## config.mk

```make
export PLATFORM = sky130hd
export DESIGN_NAME = result_display_mux
export DESIGN_NICKNAME = d
export VERILOG_FILES = /design/src/rtl/result_display_mux.sv
export SDC_FILE = /design/constraint.sdc
export NUM_CORES = 1
export LEC_CHECK = 0
export CELL_PAD_IN_SITES_DETAIL_PLACEMENT = 1
export CELL_PAD_IN_SITES_GLOBAL_PLACEMENT = 2
export CORE_ASPECT_RATIO = 2
export CORE_MARGIN = 3
export CORE_UTILIZATION = 36
export DETAILED_ROUTE_END_ITERATION = 7
export PLACE_DENSITY_LB_ADDON = 0.1
export RECOVER_POWER = 50
export SYNTH_ARGS = -nofsm -noshare
export SYNTH_HDL_FRONTEND = slang
export SYNTH_SLANG_ARGS = --single-unit
```

## constraint.sdc

```tcl
create_clock -name clk -period 2.2 [get_ports clk]
set_clock_uncertainty 0.1 [all_clocks]
set_input_delay 0.44 -clock clk [delete_from_list [all_inputs] [get_ports clk]]
set_output_delay 0.44 -clock clk [all_outputs]
set_load 0.01 [all_outputs]
```

## src/rtl/result_display_mux.sv

```systemverilog
// Result history and multiplexed 7-segment display driver with heartbeat.
// Newest classification result is shown on digit 0; older results shift toward higher digits.
module result_display_mux #(
  parameter int unsigned NUM_DIGITS       = 4,
  parameter int unsigned RESULT_W         = 4,
  parameter int unsigned REFRESH_DIV      = 1000,
  parameter int unsigned HEARTBEAT_DIV    = 25000000,
  parameter bit          ANODE_ACTIVE_LOW = 1'b1
) (
  input  logic                                 clk,
  input  logic                                 rst,
  input  logic                                 result_valid,
  input  logic [RESULT_W-1:0]                  result_in,
  input  logic                                 clear,
  input  logic                                 blank_en,
  output logic [6:0]                           seg,
  output logic [NUM_DIGITS-1:0]                an,
  output logic                                 heartbeat,
  output logic [$clog2(NUM_DIGITS+1)-1:0]      history_count
);

  localparam int unsigned CNT_W = $clog2(NUM_DIGITS + 1);
  localparam int unsigned IDX_W = (NUM_DIGITS > 1) ? $clog2(NUM_DIGITS) : 1;
  localparam int unsigned REF_W = (REFRESH_DIV > 1) ? $clog2(REFRESH_DIV) : 1;
  localparam int unsigned HB_W  = (HEARTBEAT_DIV > 1) ? $clog2(HEARTBEAT_DIV) : 1;
  localparam logic [NUM_DIGITS-1:0] AN_OFF = {NUM_DIGITS{ANODE_ACTIVE_LOW}};
  localparam logic [6:0] SEG_BLANK = 7'h7F;

  logic [RESULT_W-1:0]   code_q [NUM_DIGITS];
  logic [RESULT_W-1:0]   code_d [NUM_DIGITS];
  logic [NUM_DIGITS-1:0] valid_q, valid_d;
  logic [CNT_W-1:0]      cnt_q, cnt_d;
  logic [IDX_W-1:0]      idx_q, idx_d;
  logic [REF_W-1:0]      ref_q, ref_d;
  logic [HB_W-1:0]       hb_cnt_q, hb_cnt_d;
  logic                  hb_q, hb_d;
  logic [6:0]            seg_q, seg_d;
  logic [NUM_DIGITS-1:0] an_q, an_d;
  logic [NUM_DIGITS-1:0] onehot;

  // Active-low {g,f,e,d,c,b,a}; invalid entries and non-decimal codes are blank.
  function automatic logic [6:0] seg_decode(input logic [RESULT_W-1:0] code, input logic v);
    logic [6:0] s;
    s = SEG_BLANK;
    if (v && (code <= RESULT_W'(9))) begin
      case (code[3:0])
        4'd0:    s = 7'b100_0000;
        4'd1:    s = 7'b111_1001;
        4'd2:    s = 7'b010_0100;
        4'd3:    s = 7'b011_0000;
        4'd4:    s = 7'b001_1001;
        4'd5:    s = 7'b001_0010;
        4'd6:    s = 7'b000_0010;
        4'd7:    s = 7'b111_1000;
        4'd8:    s = 7'b000_0000;
        4'd9:    s = 7'b001_0000;
        default: s = SEG_BLANK;
      endcase
    end
    return s;
  endfunction

  // History shift register, refresh/heartbeat counters and output stage next-state.
  always_comb begin
    code_d   = code_q;
    valid_d  = valid_q;
    cnt_d    = cnt_q;
    idx_d    = idx_q;
    ref_d    = ref_q + REF_W'(1);
    hb_cnt_d = hb_cnt_q + HB_W'(1);
    hb_d     = hb_q;
    onehot   = NUM_DIGITS'(1) << idx_q;

    if (clear) begin
      valid_d = '0;
      cnt_d   = '0;
    end else if (result_valid) begin
      code_d[0]  = result_in;
      valid_d[0] = 1'b1;
      for (int i = 1; i < NUM_DIGITS; i++) begin
        code_d[i]  = code_q[i-1];
        valid_d[i] = valid_q[i-1];
      end
      if (cnt_q != CNT_W'(NUM_DIGITS)) cnt_d = cnt_q + CNT_W'(1);
    end

    if (ref_q == REF_W'(REFRESH_DIV - 1)) begin
      ref_d = '0;
      idx_d = (idx_q == IDX_W'(NUM_DIGITS - 1)) ? '0 : idx_q + IDX_W'(1);
    end

    if (hb_cnt_q == HB_W'(HEARTBEAT_DIV - 1)) begin
      hb_cnt_d = '0;
      hb_d     = ~hb_q;
    end

    if (blank_en) begin
      seg_d = SEG_BLANK;
      an_d  = AN_OFF;
    end else begin
      seg_d = seg_decode(code_q[idx_q], valid_q[idx_q]);
      an_d  = ANODE_ACTIVE_LOW ? ~onehot : onehot;
    end
  end

  always_ff @(posedge clk or posedge rst) begin
    if (rst) begin
      for (int i = 0; i < NUM_DIGITS; i++) code_q[i] <= '0;
      valid_q  <= '0;
      cnt_q    <= '0;
      idx_q    <= '0;
      ref_q    <= '0;
      hb_cnt_q <= '0;
      hb_q     <= 1'b0;
      seg_q    <= SEG_BLANK;
      an_q     <= AN_OFF;
    end else begin
      code_q   <= code_d;
      valid_q  <= valid_d;
      cnt_q    <= cnt_d;
      idx_q    <= idx_d;
      ref_q    <= ref_d;
      hb_cnt_q <= hb_cnt_d;
      hb_q     <= hb_d;
      seg_q    <= seg_d;
      an_q     <= an_d;
    end
  end

  assign seg           = seg_q;
  assign an            = an_q;
  assign heartbeat     = hb_q;
  assign history_count = cnt_q;

endmodule
```

==> run_summary.xml, run 1 <==
<?xml version="1.0" encoding="UTF-8"?>
<metrics>
  <group name="logic_synthesis">
    <metric name="postSynth.asyncResetShare" unit="">1.000</metric>
    <metric name="synth-main-ff-cell" unit="">dfrtp_1</metric>
    <metric name="number_of_flops_mapped_to_enable_cells_by_yosys" unit="">0</metric>
    <metric name="post_synth_and_or_nand_nor_area_fraction" unit="">0.1743</metric>
    <metric name="synth_cell_type_count" unit="">40</metric>
    <metric name="synth.area.mux_share" unit="">0.1070</metric>
    <metric name="combinational_family_with_the_most_area_after_synthesis" unit="">simple AND/OR/NAND/NOR gates</metric>
    <metric name="compound_cell_area_share_of_the_yosys_netlist" unit="">0.03825</metric>
    <metric name="synth_xor_xnor_area_share" unit="">0.07981</metric>
    <metric name="syn-instance-count" unit="">289</metric>
    <metric name="mappedNetlistNets" unit="">311</metric>
    <metric name="ys_warn_count" unit="">0</metric>
    <metric name="synth_adder_area_share" unit="">0.04781</metric>
    <metric name="yosysSeqAreaShare" unit="">0.5337</metric>
    <metric name="syn-cell-area" unit="µm²">3402</metric>
    <metric name="synth-seq-cells" unit="">72</metric>
    <metric name="postSynthAreaPerCell" unit="µm²">11.77</metric>
  </group>
  <group name="power">
    <metric name="total_power" unit="mW">3.343</metric>
    <metric name="power_leakage" unit="nW">1.790</metric>
    <metric name="max-vdd-ir-drop" unit="mV">0.4676</metric>
    <metric name="p_per_area" unit="nW/µm²">810.2</metric>
  </group>
  <group name="grt">
    <metric name="global_route.overflow_total" unit="">0</metric>
    <metric name="pin_count_of_the_biggest_net_entering_global_routing" unit="">44</metric>
    <metric name="initial_antenna_violation_count" unit="">0</metric>
    <metric name="grtUsageTotal" unit="">0.1451</metric>
    <metric name="grt_first_pass_wirelength" unit="mm">11.76</metric>
    <metric name="grt_pass1_vias" unit="">2497</metric>
  </group>
  <group name="worst_hold_path">
    <metric name="worstHoldPathType" unit="">flop to flop</metric>
  </group>
  <group name="routing">
    <metric name="detail-route-antenna-nets" unit="">0</metric>
    <metric name="detailedRoute.firstPassIterationCount" unit="">4</metric>
    <metric name="vias" unit="">2247</metric>
    <metric name="remaining_drc_errors" unit="">0</metric>
    <metric name="detail_route.vias_per_cell" unit="">5.166</metric>
    <metric name="routedWlPerCell" unit="µm">15.56</metric>
    <metric name="first_iter_violations" unit="">52</metric>
    <metric name="totalWireLength" unit="mm">6.769</metric>
  </group>
  <group name="cells_and_area">
    <metric name="final_cell_count_no_fill" unit="">435</metric>
    <metric name="layout_commonest_cell" unit="">dfrtp_1</metric>
    <metric name="synthToLayoutAreaGrowth" unit="%">21.29</metric>
    <metric name="design.final.nets" unit="">350</metric>
    <metric name="final_design_area_no_fill" unit="µm²">4126</metric>
    <metric name="layout-drive-gt1-share" unit="">0.2072</metric>
    <metric name="antenna_cells_inserted" unit="">0</metric>
    <metric name="fin_util" unit="">0.4548</metric>
    <metric name="mostFrequentLayoutCells" unit="">60 x dfrtp_1, 36 x nor2_1, 21 x clkdlybuf4s50_1, 19 x mux2_2, 17 x xor2_1</metric>
  </group>
  <group name="clock_network">
    <metric name="ctsHtreeMaxLevel" unit="">3</metric>
    <metric name="cts_inserted_buffers" unit="">9</metric>
    <metric name="clock_latency_on_the_worst_skew_pair" unit="ns">0.33</metric>
    <metric name="clockRootBuffer" unit="">clkbuf_16</metric>
    <metric name="post_cts_resize_count" unit="">0</metric>
    <metric name="clock_path_buffers" unit="">2</metric>
    <metric name="holdBufCountCts" unit="">0</metric>
    <metric name="worst_setup_hold_path_clk_slew" unit="ns">0.06</metric>
    <metric name="tritoncts_clock_tree" unit="">done</metric>
    <metric name="cts_num_sinks" unit="">72</metric>
    <metric name="post-cts-setup-buffer-count" unit="">0</metric>
  </group>
  <group name="sta">
    <metric name="setup_slack" unit="ns">0.1535</metric>
    <metric name="timing.slew.headroom" unit="">0.5589</metric>
    <metric name="achievable-frequency" unit="GHz">0.4887</metric>
    <metric name="period_needed" unit="ns">2.046</metric>
    <metric name="final_hold_viol_count" unit="">0</metric>
    <metric name="fin_tns_setup" unit="ns">0</metric>
    <metric name="finalSetupViolCount" unit="">0</metric>
    <metric name="final_max_slew_viol_count" unit="">0</metric>
    <metric name="rsz0062_at_grt" unit="">false</metric>
    <metric name="timing.final.crit_share" unit="">0.9302</metric>
    <metric name="hold-worst-slack" unit="ns">0.3542</metric>
    <metric name="worst-slew-pin-transition" unit="ns">0.6581</metric>
  </group>
  <group name="floorplanning">
    <metric name="top_level_pins" unit="">24</metric>
    <metric name="core_outline_area" unit="µm²">9074</metric>
    <metric name="vertical_extent_of_the_die" unit="µm">143.5</metric>
    <metric name="initial_utilization" unit="">0.3749</metric>
    <metric name="standard_cell_rows" unit="">49</metric>
    <metric name="die_x" unit="µm">74.74</metric>
    <metric name="design.die.area" unit="µm²">10720</metric>
  </group>
  <group name="flow_run">
    <metric name="drv.max_cap_violation_count" unit="">0</metric>
  </group>
  <group name="placed_design">
    <metric name="gp_congestion" unit="">0.7400</metric>
    <metric name="place.port_buffers" unit="">23</metric>
    <metric name="place_area" unit="µm²">3831</metric>
    <metric name="place_hpwl" unit="mm">5.121</metric>
    <metric name="placed_cells_incl_taps" unit="">419</metric>
    <metric name="dp_worst_setup_slack" unit="ns">0.08136</metric>
  </group>
  <group name="worst_setup_path">
    <metric name="critical_path.startpoint_type" unit="">flop</metric>
    <metric name="critical_path.max_fanout" unit="">7</metric>
    <metric name="timing.critical_path.arrival" unit="ns">2.18</metric>
    <metric name="crit_required" unit="ns">2.33</metric>
    <metric name="timing_worst_setup_path_type" unit="">flop to flop</metric>
    <metric name="critPathCaptureType" unit="">flop</metric>
  </group>
  <group name="outcome">
    <metric name="status" unit="">complete, no violations</metric>
  </group>
</metrics>
==> layout make-up <==
class,instances,area [µm²]
Fill cell,971,4947
Sequential cell,72,1817
Multi-Input combinational cell,202,1521
Timing Repair Buffer,35,314.1
Clock buffer,13,250.2
Tap cell,102,127.6
Clock inverter,3,65.06
Inverter,8,31.28
==> Yosys cell counts, types with 2 or more instances <==
master | count | share of area
dfrtp_1 | 61 | 0.45
nor2_1 | 36 | 0.040
mux2_2 | 19 | 0.063
xor2_1 | 17 | 0.044
nand2_1 | 16 | 0.018
nand3_1 | 14 | 0.021
xnor2_1 | 14 | 0.036
ha_1 | 13 | 0.048
dfstp_2 | 11 | 0.085
a21oi_1 | 9 | 0.013
o21ai_0 | 9 | 0.013
inv_1 | 8 | 0.0088
nand2b_1 | 7 | 0.013
nand4_1 | 7 | 0.013
mux2i_1 | 6 | 0.018
and4_1 | 4 | 0.010
buf_2 | 4 | 0.0059
mux4_2 | 4 | 0.026
and3_1 | 3 | 0.0055
nand3b_1 | 3 | 0.0066
clkbuf_1 | 2 | 0.0022
nor3_1 | 2 | 0.0029
nor4_1 | 2 | 0.0037
nor4_4 | 2 | 0.013
==> state kept, by name, summed over array words and instances (netlist names) <==
register       cells
code_q            16
idx_q              2
ref_q             10
valid_q            4
history_count      3
hb_cnt_q          25
heartbeat          1
seg                7
an                 4
==> worst max-delay path: stages (launching register included) <==
cell     delay (ns)
dfrtp_2        0.41
mux4_2         0.58
inv_1          0.13
ha_1           0.19
o21ai_0        0.12
a21oi_2        0.27
o21ai_0        0.15
==> cells by family (layout without fill, tap and decap cells) <==
| kind of cell | after synthesis | in the layout |
|---|---|---|
| mux | 29 | 29 |
| flops | 72 | 72 |
| fa+ha+maj | 13 | 13 |
| simple gates | 106 | 106 |
| compound gates | 23 | 23 |
| xor+xnor | 31 | 31 |
| buf+inv | 15 | 59 |
==> final timing paths <==
path	from	slack [ns]	cells past startpoint	to
max	idx_q[0]$_DFFE_PP0N_	0.15	6	seg[1]$_DFF_PP1_
min	ref_q[0]$_DFF_PP0_	0.35	1	ref_q[0]$_DFF_PP0_
max reg2reg	idx_q[0]$_DFFE_PP0N_	0.15	6	seg[1]$_DFF_PP1_
min reg2reg	ref_q[0]$_DFF_PP0_	0.35	1	ref_q[0]$_DFF_PP0_
max in group asynchronous	rst	0.42	3	idx_q[0]$_DFFE_PP0N_
min in group asynchronous	rst	0.52	2	ref_q[7]$_DFF_PP0_
==> power by group <==
| group | switching, mW | leakage [nW] | internal [mW] |
|---|---|---|---|
| Sequential | 0.0643 | 0.900 | 1.43 |
| Clock | 0.516 | 0.154 | 1.02 |
| Combinational | 0.147 | 0.736 | 0.162 |
| Total | 0.727 | 1.79 | 2.62 |
==> routing by layer <==
metal | global-route usage | up-vias | part of all wire
li1 | - | 1069 | -
met3 | 0.02731 | 10 | 0.018
met1 | 0.1494 | 1146 | 0.36
met2 | 0.2691 | 22 | 0.60
met4 | 0.07036 | 0 | 0.021
met5 | 0 | - | 0
(Power assumes the default switching activity.)
==> inputs of run 2 (changes only) <==
--- a/config.mk
+++ b/config.mk
@@ -11,7 +11,7 @@
 export CORE_MARGIN = 3
 export CORE_UTILIZATION = 36
 export DETAILED_ROUTE_END_ITERATION = 7
-export PLACE_DENSITY_LB_ADDON = 0.1
+export PLACE_DENSITY = 0.86
 export RECOVER_POWER = 50
 export SYNTH_ARGS = -nofsm -noshare
 export SYNTH_HDL_FRONTEND = slang
==> run 2 against run 1 <==
Effect of this change: sequential share of layout area shrank 0.45 points; register-to-register slack is essentially flat; critical endpoint unchanged; non-clock buffer count grew 1; largest power group unchanged.
==> run_summary.xml, run 2 (same netlist as run 1, synthesis figures left out) <==
<?xml version="1.0" encoding="UTF-8"?>
<metrics>
  <group name="clock_network">
    <metric name="cts_inserted_buffers" unit="">9</metric>
    <metric name="ctsHtreeMaxLevel" unit="">3</metric>
    <metric name="clockRootBuffer" unit="">clkbuf_16</metric>
    <metric name="holdBufCountCts" unit="">0</metric>
    <metric name="clock_latency_on_the_worst_skew_pair" unit="ns">0.33</metric>
    <metric name="tritoncts_clock_tree" unit="">done</metric>
    <metric name="cts_num_sinks" unit="">72</metric>
    <metric name="worst_setup_hold_path_clk_slew" unit="ns">0.06</metric>
    <metric name="clock_path_buffers" unit="">2</metric>
  </group>
  <group name="sta">
    <metric name="final_max_slew_viol_count" unit="">0</metric>
    <metric name="hold-worst-slack" unit="ns">0.3793</metric>
    <metric name="timing.slew.headroom" unit="">0.4771</metric>
    <metric name="timing.final.crit_share" unit="">0.9335</metric>
    <metric name="finalSetupViolCount" unit="">0</metric>
    <metric name="worst-slew-pin-transition" unit="ns">0.7800</metric>
    <metric name="achievable-frequency" unit="GHz">0.4869</metric>
    <metric name="period_needed" unit="ns">2.054</metric>
    <metric name="fin_tns_setup" unit="ns">0</metric>
    <metric name="final_hold_viol_count" unit="">0</metric>
  </group>
  <group name="routing">
    <metric name="remaining_drc_errors" unit="">0</metric>
    <metric name="detail_route.vias_per_cell" unit="">5.222</metric>
    <metric name="first_iter_violations" unit="">88</metric>
    <metric name="detailedRoute.firstPassIterationCount" unit="">4</metric>
    <metric name="totalWireLength" unit="mm">7.009</metric>
    <metric name="detail-route-antenna-nets" unit="">0</metric>
    <metric name="routedWlPerCell" unit="µm">16.08</metric>
    <metric name="vias" unit="">2277</metric>
  </group>
  <group name="placed_design">
    <metric name="place_hpwl" unit="mm">5.057</metric>
    <metric name="gp_congestion" unit="">0.7848</metric>
    <metric name="place.port_buffers" unit="">23</metric>
    <metric name="place_area" unit="µm²">3836</metric>
  </group>
  <group name="floorplanning">
    <metric name="initial_utilization" unit="">0.3749</metric>
    <metric name="die_x" unit="µm">74.74</metric>
    <metric name="top_level_pins" unit="">24</metric>
    <metric name="standard_cell_rows" unit="">49</metric>
    <metric name="design.die.area" unit="µm²">10720</metric>
    <metric name="vertical_extent_of_the_die" unit="µm">143.5</metric>
    <metric name="core_outline_area" unit="µm²">9074</metric>
  </group>
  <group name="worst_setup_path">
    <metric name="r2r_slack" unit="ns">0.15</metric>
    <metric name="crit-reg2reg-launch" unit="">idx_q[0]$_DFFE_PP0N_</metric>
    <metric name="startpoint" unit="">idx_q[0]$_DFFE_PP0N_</metric>
    <metric name="critical_path.startpoint_type" unit="">flop</metric>
    <metric name="timing_worst_setup_path_type" unit="">flop to flop</metric>
    <metric name="critical_path.max_fanout" unit="">7</metric>
    <metric name="timing.critical_path.arrival" unit="ns">2.19</metric>
    <metric name="critPathCaptureType" unit="">flop</metric>
    <metric name="crit_required" unit="ns">2.34</metric>
  </group>
  <group name="grt">
    <metric name="global_route.overflow_total" unit="">0</metric>
    <metric name="gr-usage-met1" unit="">0.1622</metric>
    <metric name="grtUsageTotal" unit="">0.1531</metric>
    <metric name="initial_antenna_violation_count" unit="">0</metric>
    <metric name="grt_first_pass_wirelength" unit="mm">12.38</metric>
    <metric name="grt_pass1_vias" unit="">2604</metric>
    <metric name="met3_usage_in_global_routing" unit="">0.03782</metric>
    <metric name="grt_use_met2" unit="">0.2770</metric>
    <metric name="busiest_layer" unit="">met2</metric>
    <metric name="pin_count_of_the_biggest_net_entering_global_routing" unit="">37</metric>
  </group>
  <group name="worst_hold_path">
    <metric name="worstHoldPathType" unit="">flop to flop</metric>
    <metric name="timing.hold.worst.start" unit="">heartbeat$_DFFE_PP0N_</metric>
  </group>
  <group name="power">
    <metric name="max-vdd-ir-drop" unit="mV">0.4398</metric>
    <metric name="p_per_area" unit="nW/µm²">836.8</metric>
    <metric name="power_leakage" unit="nW">1.810</metric>
  </group>
  <group name="cells_and_area">
    <metric name="final_design_area_no_fill" unit="µm²">4167</metric>
    <metric name="regMostFlops" unit="">hb_cnt_q</metric>
    <metric name="layout_commonest_cell" unit="">dfrtp_1</metric>
    <metric name="design.final.nets" unit="">351</metric>
    <metric name="antenna_cells_inserted" unit="">0</metric>
    <metric name="layout-drive-gt1-share" unit="">0.2156</metric>
    <metric name="largest_register_ff_count" unit="">25</metric>
    <metric name="layout_top_registers" unit="">hb_cnt_q x25, code_q x16, ref_q x10</metric>
    <metric name="synthToLayoutAreaGrowth" unit="%">22.47</metric>
    <metric name="mostFrequentLayoutCells" unit="">61 x dfrtp_1, 36 x nor2_1, 21 x clkdlybuf4s50_1, 19 x mux2_2, 17 x xor2_1</metric>
  </group>
  <group name="outcome">
    <metric name="status" unit="">complete, no violations</metric>
  </group>
  <group name="flow_run">
    <metric name="drv.max_cap_violation_count" unit="">0</metric>
  </group>
</metrics>
## run 2: cell type report
class | instances | area [µm²]
Inverter | 8 | 31.28
Clock buffer | 11 | 242.7
Fill cell | 976 | 4907
Clock inverter | 5 | 103.9
Sequential cell | 72 | 1815
Multi-Input combinational cell | 202 | 1524
Tap cell | 102 | 127.6
Timing Repair Buffer | 36 | 321.6
## run 2: what timing repair did
action	4_1_cts	5_1_grt
setup buffers	0	2
endpoints found under the setup margin	0	7
resized for setup	0	1
## run 2: metal layers
metal / vias to the layer above / part of all wire
met4: 0 / 0.022
met2: 30 / 0.57
li1: 1072 / -
met5: - / 0
met3: 8 / 0.026
met1: 1167 / 0.38
## run 2: path summary, 6_finish.rpt
path                                    endpoint  depth (start not counted)
min in group asynchronous     ref_q[8]$_DFF_PP0_                          2
min                        heartbeat$_DFFE_PP0N_                          1
max                             seg[1]$_DFF_PP1_                          6
max reg2reg                     seg[1]$_DFF_PP1_                          6
max in group asynchronous        an[2]$_DFF_PP1_                          3
min reg2reg                heartbeat$_DFFE_PP0N_                          1
## run 2: critical path, stage by stage, from the launching register on
cell and delay, ns:
dfrtp_1 0.41, mux4_2 0.58, inv_1 0.14, ha_2 0.21, o21ai_0 0.11, a21oi_2 0.26, o21ai_0 0.15
## run 2: power breakdown
part | total [mW] | switching [mW] | internal [mW]
sequential | 1.49 | 0.0635 | 1.43
clock | 1.68 | 0.537 | 1.14
combinational | 0.317 | 0.150 | 0.167
## run 2: stage by stage
step	worst slack, ns	total power, mW	instances	util
floorplan	0.2022	1.717	289	-
global placement	0.2371	1.820	418	0.4228
detailed placement	0.1075	1.845	418	0.4228
CTS	0.08184	3.545	434	0.4610
global route	-0.001292	3.659	436	0.4592
finish	0.1464	3.487	436	0.4592
==> inputs of run 3 (changes only) <==
--- a/config.mk
+++ b/config.mk
@@ -9,10 +9,11 @@
 export CELL_PAD_IN_SITES_GLOBAL_PLACEMENT = 2
 export CORE_ASPECT_RATIO = 2
 export CORE_MARGIN = 3
-export CORE_UTILIZATION = 36
+export CORE_UTILIZATION = 40
 export DETAILED_ROUTE_END_ITERATION = 7
-export PLACE_DENSITY = 0.86
-export RECOVER_POWER = 50
+export GPL_TIMING_DRIVEN = 0
+export PLACE_DENSITY = 0.9
+export RECOVER_POWER = 100
 export SYNTH_ARGS = -nofsm -noshare
 export SYNTH_HDL_FRONTEND = slang
 export SYNTH_SLANG_ARGS = --single-unit
==> constraint.sdc (replaced) <==
create_clock -name clk -period 2.36 [get_ports clk]
set_clock_uncertainty 0.1 [all_clocks]
set_input_delay 0.472 -clock clk [delete_from_list [all_inputs] [get_ports clk]]
set_output_delay 0.472 -clock clk [all_outputs]
set_load 0.01 [all_outputs]
==> run 3 against run 2 <==
Effect of this change: the run now ends with capacitance limit, slew limit left; routed wire length increased by 2.2%; worst setup slack worse by 0.021 ns; critical path depth grew 2; count of clock-buffer cells in the layout increased by 2; cell area fell by 2.5%; register-to-register slack got worse by 0.02 ns; combinational power decreased by 7.9%; critical path type unchanged.
==> run_summary.xml, run 3 (same netlist as run 1, synthesis figures left out) <==
<?xml version="1.0" encoding="UTF-8"?>
<metrics>
  <group name="sta">
    <metric name="fin_tns_setup" unit="ns">0</metric>
    <metric name="final_max_slew_viol_count" unit="">34</metric>
    <metric name="timing.final.crit_share" unit="">0.9468</metric>
    <metric name="achievable-frequency" unit="GHz">0.4475</metric>
    <metric name="timing.slew.headroom" unit="">-0.05065</metric>
    <metric name="hold-worst-slack" unit="ns">0.3553</metric>
    <metric name="final_hold_viol_count" unit="">0</metric>
    <metric name="finalSetupViolCount" unit="">0</metric>
    <metric name="period_needed" unit="ns">2.234</metric>
    <metric name="rsz0062_at_grt" unit="">false</metric>
    <metric name="worst-slew-pin-transition" unit="ns">1.567</metric>
  </group>
  <group name="clock_network">
    <metric name="holdBufCountCts" unit="">0</metric>
    <metric name="worst_setup_hold_path_clk_slew" unit="ns">0.05</metric>
    <metric name="cts_inserted_buffers" unit="">9</metric>
    <metric name="clock_latency_on_the_worst_skew_pair" unit="ns">0.33</metric>
    <metric name="ctsHtreeMaxLevel" unit="">3</metric>
    <metric name="clockRootBuffer" unit="">clkbuf_16</metric>
    <metric name="tritoncts_clock_tree" unit="">done</metric>
    <metric name="clock_path_buffers" unit="">2</metric>
    <metric name="cts_num_sinks" unit="">72</metric>
  </group>
  <group name="cells_and_area">
    <metric name="synthToLayoutAreaGrowth" unit="%">19.46</metric>
    <metric name="layout_top_registers" unit="">hb_cnt_q x25, code_q x16, ref_q x10</metric>
    <metric name="mostFrequentLayoutCells" unit="">61 x dfrtp_1, 36 x nor2_1, 18 x mux2_2</metric>
    <metric name="largest_register_ff_count" unit="">25</metric>
    <metric name="fin_util" unit="">0.4901</metric>
    <metric name="final_cell_count_no_fill" unit="">427</metric>
    <metric name="design.final.nets" unit="">346</metric>
    <metric name="layout_commonest_cell" unit="">dfrtp_1</metric>
    <metric name="layout-drive-gt1-share" unit="">0.1884</metric>
    <metric name="regMostFlops" unit="">hb_cnt_q</metric>
    <metric name="antenna_cells_inserted" unit="">0</metric>
  </group>
  <group name="outcome">
    <metric name="status" unit="">finished with violations</metric>
    <metric name="failed_checks" unit="">capacitance limit, slew limit</metric>
  </group>
  <group name="routing">
    <metric name="detailedRoute.firstPassIterationCount" unit="">4</metric>
    <metric name="remaining_drc_errors" unit="">0</metric>
    <metric name="detail-route-antenna-nets" unit="">0</metric>
    <metric name="first_iter_violations" unit="">89</metric>
    <metric name="totalWireLength" unit="mm">7.160</metric>
    <metric name="vias" unit="">2242</metric>
    <metric name="detail_route.vias_per_cell" unit="">5.251</metric>
    <metric name="routedWlPerCell" unit="µm">16.77</metric>
  </group>
  <group name="worst_setup_path">
    <metric name="critPathCaptureType" unit="">flop</metric>
    <metric name="critical_path.max_fanout" unit="">7</metric>
    <metric name="timing.critical_path.arrival" unit="ns">2.37</metric>
    <metric name="critical_path.startpoint_type" unit="">flop</metric>
    <metric name="timing_worst_setup_path_type" unit="">flop to flop</metric>
    <metric name="crit_required" unit="ns">2.49</metric>
  </group>
  <group name="worst_hold_path">
    <metric name="worstHoldPathType" unit="">flop to flop</metric>
  </group>
  <group name="grt">
    <metric name="grtUsageTotal" unit="">0.1655</metric>
    <metric name="grt_first_pass_wirelength" unit="mm">12.47</metric>
    <metric name="grt_pass1_vias" unit="">2515</metric>
    <metric name="pin_count_of_the_biggest_net_entering_global_routing" unit="">40</metric>
    <metric name="global_route.overflow_total" unit="">0</metric>
    <metric name="initial_antenna_violation_count" unit="">0</metric>
  </group>
  <group name="power">
    <metric name="total_power" unit="mW">3.057</metric>
    <metric name="power_leakage" unit="nW">1.731</metric>
    <metric name="max-vdd-ir-drop" unit="mV">0.3735</metric>
    <metric name="p_per_area" unit="nW/µm²">752.2</metric>
  </group>
  <group name="floorplanning">
    <metric name="initial_utilization" unit="">0.4103</metric>
    <metric name="standard_cell_rows" unit="">47</metric>
    <metric name="die_x" unit="µm">71.21</metric>
    <metric name="core_outline_area" unit="µm²">8292</metric>
    <metric name="design.die.area" unit="µm²">9714</metric>
    <metric name="top_level_pins" unit="">24</metric>
    <metric name="vertical_extent_of_the_die" unit="µm">136.4</metric>
  </group>
  <group name="placed_design">
    <metric name="place.port_buffers" unit="">21</metric>
    <metric name="place_hpwl" unit="mm">4.786</metric>
    <metric name="placed_cells_incl_taps" unit="">409</metric>
    <metric name="gp_congestion" unit="">0.7309</metric>
  </group>
  <group name="flow_run">
    <metric name="drv.max_cap_violation_count" unit="">1</metric>
  </group>
</metrics>
## run 3: metrics by stage
step	setup slack [ns]	cell area, µm²
2_1_floorplan	0.3622	3406
3_3_place_gp	0.07329	3739
3_5_place_dp	-0.008666	3759
4_1_cts	0.07184	4069
5_1_grt	0.004693	4064
6_report	0.1256	4064
## run 3: final timing paths
path | to | slack [ns] | cells after the start | from
min in group asynchronous | hb_cnt_q[2]$_DFF_PP0_ | 0.87 | 2 | rst
min | heartbeat$_DFFE_PP0N_ | 0.36 | 1 | heartbeat$_DFFE_PP0N_
max | seg[5]$_DFF_PP1_ | 0.13 | 8 | idx_q[0]$_DFFE_PP0N_
max in group asynchronous | seg[1]$_DFF_PP1_ | 0.43 | 3 | rst
min reg2reg | heartbeat$_DFFE_PP0N_ | 0.36 | 1 | heartbeat$_DFFE_PP0N_
max reg2reg | seg[5]$_DFF_PP1_ | 0.13 | 8 | idx_q[0]$_DFFE_PP0N_
## run 3: layer usage
metal	vias up	track usage	share of wire
met3	11	0.03257	0.022
met1	1140	0.1774	0.38
met2	25	0.3038	0.57
met5	-	0	0
li1	1066	-	-
met4	0	0.07636	0.023
## run 3: repair_timing
action	4_1_cts	5_1_grt
endpoints found under the hold margin	0	0
resized for setup	1	1
setup endpoints to repair	7	7
pin swaps	1	0
setup buffers	1	1
## run 3: final cells by class
type,count,area (µm²)
Fill cell,900,4228
Sequential cell,72,1815
Multi-Input combinational cell,202,1510
Clock buffer,13,260.3
Timing Repair Buffer,24,245.2
Tap cell,98,122.6
Clock inverter,3,40.04
Buffer,7,38.79
Inverter,8,31.28
## run 3: power by group
part	switching [mW]	total [mW]	internal, mW
clock	0.489	1.36	0.873
combinational	0.144	0.292	0.148
sequential	0.0685	1.40	1.33
total	0.702	3.06	2.35
## run 3: worst max-delay path: stages, from the launching register on
cell	delay (ns)
dfrtp_1	0.40
buf_6	0.17
mux4_2	0.57
inv_1	0.14
ha_1	0.21
o21ai_0	0.13
a21oi_2	0.14
buf_4	0.16
o21ai_0	0.11
